===== src/rtl/pc_sequencer.sv =====
// Fetch-stage PC controller: owns the architectural PC and EPC, chooses the next
// fetch address by fixed priority, and tracks RUN / HANDLER / HALTED state.
module pc_sequencer #(
    parameter logic [15:0] RESET_PC   = 16'h0000,
    parameter logic [15:0] EXC_VECTOR = 16'h0002
) (
    input  logic        clk,
    input  logic        rst,
    input  logic        stall,
    input  logic        redirect,
    input  logic [15:0] redirect_pc,
    input  logic        except,
    input  logic [15:0] exc_ret_pc,
    input  logic        rti,
    input  logic        halt,
    output logic [15:0] pc,
    output logic [15:0] pc_inc,
    output logic [15:0] epc,
    output logic        fetch_valid,
    output logic        in_handler,
    output logic        halted,
    output logic [15:0] fetch_count
);

    localparam int unsigned W = 16;

    typedef enum logic [1:0] {
        ST_RUN     = 2'd0,
        ST_HANDLER = 2'd1,
        ST_HALTED  = 2'd2
    } state_e;

    state_e         state_q, state_d;
    logic [W-1:0]   pc_q, pc_d;
    logic [W-1:0]   epc_q, epc_d;
    logic [W-1:0]   fetch_count_q, fetch_count_d;
    logic           advance;

    // PC+2 increment path; carry out is dropped so FFFE wraps to 0000.
    assign pc_inc = pc_q + W'(2);

    // Next-state selection; only the highest-priority event acts.
    always_comb begin
        state_d = state_q;
        pc_d    = pc_q;
        epc_d   = epc_q;
        advance = 1'b0;

        if (state_q == ST_HALTED) begin
            state_d = ST_HALTED;
        end else if (halt) begin
            state_d = ST_HALTED;
        end else if (except) begin
            if (state_q == ST_RUN) begin
                epc_d   = exc_ret_pc;
                pc_d    = EXC_VECTOR;
                state_d = ST_HANDLER;
                advance = 1'b1;
            end else begin
                // Fault while already in the handler is unrecoverable.
                state_d = ST_HALTED;
            end
        end else if (rti) begin
            pc_d    = epc_q;
            state_d = ST_RUN;
            advance = 1'b1;
        end else if (redirect) begin
            pc_d    = redirect_pc;
            advance = 1'b1;
        end else if (!stall) begin
            pc_d    = pc_inc;
            advance = 1'b1;
        end

        fetch_count_d = advance ? (fetch_count_q + W'(1)) : fetch_count_q;
    end

    always_ff @(posedge clk) begin
        if (rst) begin
            state_q       <= ST_RUN;
            pc_q          <= RESET_PC;
            epc_q         <= '0;
            fetch_count_q <= '0;
        end else begin
            state_q       <= state_d;
            pc_q          <= pc_d;
            epc_q         <= epc_d;
            fetch_count_q <= fetch_count_d;
        end
    end

    assign pc          = pc_q;
    assign epc         = epc_q;
    assign fetch_count = fetch_count_q;
    assign in_handler  = (state_q == ST_HANDLER);
    assign halted      = (state_q == ST_HALTED);
    assign fetch_valid = (state_q != ST_HALTED) & ~stall;

endmodule


===== config.mk =====
export PLATFORM = sky130hd
export DESIGN_NAME = pc_sequencer
export DESIGN_NICKNAME = d
export VERILOG_FILES = /design/src/rtl/pc_sequencer.sv
export SDC_FILE = /design/constraint.sdc
export NUM_CORES = 1
export LEC_CHECK = 0
export ABC_AREA = 1
export ABC_CLOCK_PERIOD_IN_PS = 1300
export CAP_MARGIN = 25
export CORE_MARGIN = 5
export CORE_UTILIZATION = 41
export CTS_BUF_LIST = sky130_fd_sc_hd__clkbuf_8
export CTS_CLUSTER_SIZE = 24
export DETAILED_ROUTE_END_ITERATION = 10
export GPL_TIMING_DRIVEN = 0
export HOLD_SLACK_MARGIN = 0.06
export PLACE_DENSITY = 0.88
export SLEW_MARGIN = 0
export SYNTH_ARGS = -nofsm -noshare
export SYNTH_HDL_FRONTEND = slang
export SYNTH_SLANG_ARGS = --single-unit

===== constraint.sdc =====
create_clock -name clk -period 1.3 [get_ports clk]
set_input_delay 0.13 -clock clk [delete_from_list [all_inputs] [get_ports clk]]
set_output_delay 0.13 -clock clk [all_outputs]
set_load 0.005 [all_outputs]

==> flow_metrics.tcl, run 1 <==
set metrics [dict create \
    crit_chain "ha_4, nand2_4, nor2_4, buf_6, buf_6, nand3_1, nand2_2, nand2_1, buf_2" \
    dr.pass1.iters 7 \
    io_buffer_count 104 \
    synthArstFlopShare_pct 0 \
    routed_via_density 6.112 \
    min_from "except" \
    synth_fa_ha_area_share_pct 0.8941 \
    layout_min_cycle_time_ns 1.900 \
    grt_use_total_pct 27.78 \
    crit_type "reg -> out" \
    min_path_type "in -> reg" \
    r2r_cells 12 \
    drt-wirelength-per-cell_um 22.83 \
    rsz0062_at_grt "yes" \
    dieArea_mm2 0.008579 \
    synth_edf_count 0 \
    drv_cap 0 \
    drt-total-wl_um 16370 \
    route.detailed.drc 0 \
    avgSynthCellArea_um2 6.420 \
    cts_tree "yes" \
    synth_top_family_by_area "simple AND/OR/NAND/NOR gates" \
    fmax_mhz 526.4 \
    yosysTopAreaCell "dfxtp_1" \
    fin_ws_ns -0.5997 \
    cp_top_family "simple AND/OR/NAND/NOR gates" \
    ys_ff_latch 50 \
    core_mm2 0.006719 \
    syn-num-nets 477 \
    startpoint_type "register" \
    synth_compound_gate_area_share_pct 14.89 \
    antennaDiodeCount 0 \
    crit_buf_inv 3 \
    r2r_end "pc[9]" \
    area_delta_synth_final_pct 104.0 \
    synthDominantCellAreaShare_pct 35.76 \
    rows 30 \
    synth_flop_cell "dfxtp_1" \
    tightest_slew_ns 0.5834 \
    crit_top_cell "buf_6" \
    slew-limit-headroom_pct 61.11 \
    gp_congestion 0.8862 \
    timing.rr.start "pc[1]" \
    yosys-mux-area-fraction_pct 0 \
    crit_required_ns 1.17 \
    cts_hold_buf 0 \
    worst_path_max_delay_cell "dfxtp_4" \
    yosys-top-cells-area "dfxtp_1, nand2_1, a21oi_1" \
    power.density_mw_per_mm2 676.3 \
    grt_max_degree 18 \
    dieHeight_um 92.63 \
    drive_above_1_share_pct 48.04 \
    syn_inst 436 \
    fin_util_pct 84.97 \
    crit_arrival_ns 1.77 \
    final_antenna_net_count 0 \
    vias 4382 \
    antenna_found_initial 0 \
    reg2reg_slack_ns -0.51 \
    fin_nets 677 \
    min_to "state_q[0]" \
    cts_sinks 50 \
    end_kind "primary output" \
    cts_max_level 2 \
    clockRootBuffer "clkbuf_8" \
    synth_xor_area_share_pct 5.320 \
    path_clk_slew_ns 0.11 \
    synth.cell_area_mm2 0.002799 \
    post-route-period-util_pct 146.1 \
    hpwl_um 7308 \
    whs_path_depth 3 \
    synth_warnings 0 \
    synth-simple-area-share_pct 32.95 \
    synth_common_cells "nand2_1, nor2_1, dfxtp_1, a21oi_1, inv_1" \
    grt_overflow 0 \
    clock_skew_ns 0.009542 \
    outcome "complete, but fails checks" \
    violations "setup timing" \
    clk_latency_ns 0.32 \
    numCtsBuffers 5 \
    synth.distinct_cells 30 \
    critPathMaxFanout 3 \
    slew_viol_final 0 \
    ir_drop_mv 0.5796 \
    final-setup-viol-count 45 \
    initial_core_util_pct 41.66 \
    synth.most_common_cell "nand2_1" \
    p_leak_nw 2.848 \
    tns_ns -13.02 \
    crit_path_max_incr_delay_ns 0.41 \
    cts_buffer_depth 2 \
    fill_cells 334 \
    first_iter_violations 425 \
    grt_pass1_wl_um 19200 \
    grt_pass1_vias 3795 \
    pin_count 106 \
    finalHoldViolations 0 \
    ys_seq_area_share_pct 35.76 \
    fp.dieW_um 92.63 \
]
-- worst min-delay path, cell delays in order --
cell and delay (ns):
dlygate4sd2_1 0.31, nand2_1 0.10, a21oi_1 0.05
-- worst max-delay path by stage --
stage | cells past startpoint | to | start | slack (ns)
detailed placement | 12 | pc[5] | except | -0.54
global route | 8 | pc_inc[15] | pc[1] | -0.61
floorplan | 8 | pc[9] | pc[6] | -0.01
finish | 9 | pc_inc[15] | pc[1] | -0.60
CTS | 8 | pc_inc[9] | pc[1] | -0.45
global placement | 12 | pc[5] | except | -0.48
-- kinds of logic after synthesis --
family                   Yosys count
XOR/XNOR                          17
AND/OR/NAND/NOR                  218
adder cells (fa/ha/maj)            2
AO/OA/AOI/OAI                     79
flip-flops                        50
buffers and inverters             70
-- flip-flops by register name, indices dropped and copies added (netlist names) --
register,cells
pc,16
epc,16
state_q,2
fetch_count,16
-- what timing repair did --
action / CTS / global route
gates cloned: 2 / 1
endpoints found under the setup margin: 104 / 77
setup buffers: 81 / 26
resized for setup: 221 / 183
pin swaps: 46 / 78
-- area by class of cell --
cell class | count | area, um^2 | share of cell area [%]
buffer | 18 | 112.6 | 1.972
clock inverter | 3 | 47.55 | 0.8328
timing repair buffer | 193 | 1770 | 31.01
tap | 80 | 100.1 | 1.753
clock buffer | 5 | 68.82 | 1.205
sequential | 50 | 1125 | 19.70
multi-input combinational | 317 | 2268 | 39.73
inverter | 51 | 216.5 | 3.791
-- metal layers --
layer	track usage [%]	vias to the layer above	share of wire, %
met1	32.10	2012	33
met3	6.011	144	9.6
li1	-	1795	-
met2	50.27	431	47
met4	9.768	0	9.5
met5	0	-	0
-- cell usage in the layout (no fill, tap or decap), types with 21 or more instances in the layout --
cell type / count
nand2_1: 87
buf_4: 65
inv_1: 41
clkdlybuf4s50_1: 37
dlygate4sd2_1: 36
nor2_1: 32
a21oi_1: 29
dfxtp_4: 26
buf_6: 25
nand2_2: 23
dfxtp_2: 21
-- power breakdown --
| part | internal [mW] | leakage (nW) | total, mW | switching (mW) |
|---|---|---|---|---|
| clock | 0.589 | 0.0591 | 1.20 | 0.610 |
| sequential | 1.57 | 0.436 | 1.64 | 0.0780 |
| combinational | 0.496 | 2.35 | 1.02 | 0.524 |
| total | 2.65 | 2.85 | 3.86 | 1.21 |
-- through the flow --
stage | cell area (um^2) | setup WS [ns] | hold WS (ns) | std cells | total power [mW]
floorplan | 2853 | -0.01321 | 0.2680 | 436 | 1.987
global placement | 3994 | -0.4787 | 0.4519 | 620 | 2.358
detailed placement | 3994 | -0.5430 | 0.4519 | 620 | 2.375
CTS | 4937 | -0.4484 | 0.2985 | 698 | 3.563
global route | 5709 | -0.6142 | 0.3126 | 717 | 3.949
finish | 5709 | -0.5997 | 0.3049 | 717 | 3.861
No activity file was read; power rests on OpenSTA's default activity.
==> run 2: changes to the inputs <==
Settings changed: CTS_BUF_LIST sky130_fd_sc_hd__clkbuf_8 to sky130_fd_sc_hd__clkbuf_2 sky130_fd_sc_hd__clkbuf_4 sky130_fd_sc_hd__clkbuf_8.
==> results of run 2 <==
The final DEF is identical to that of run 1; final timing and power are the same.
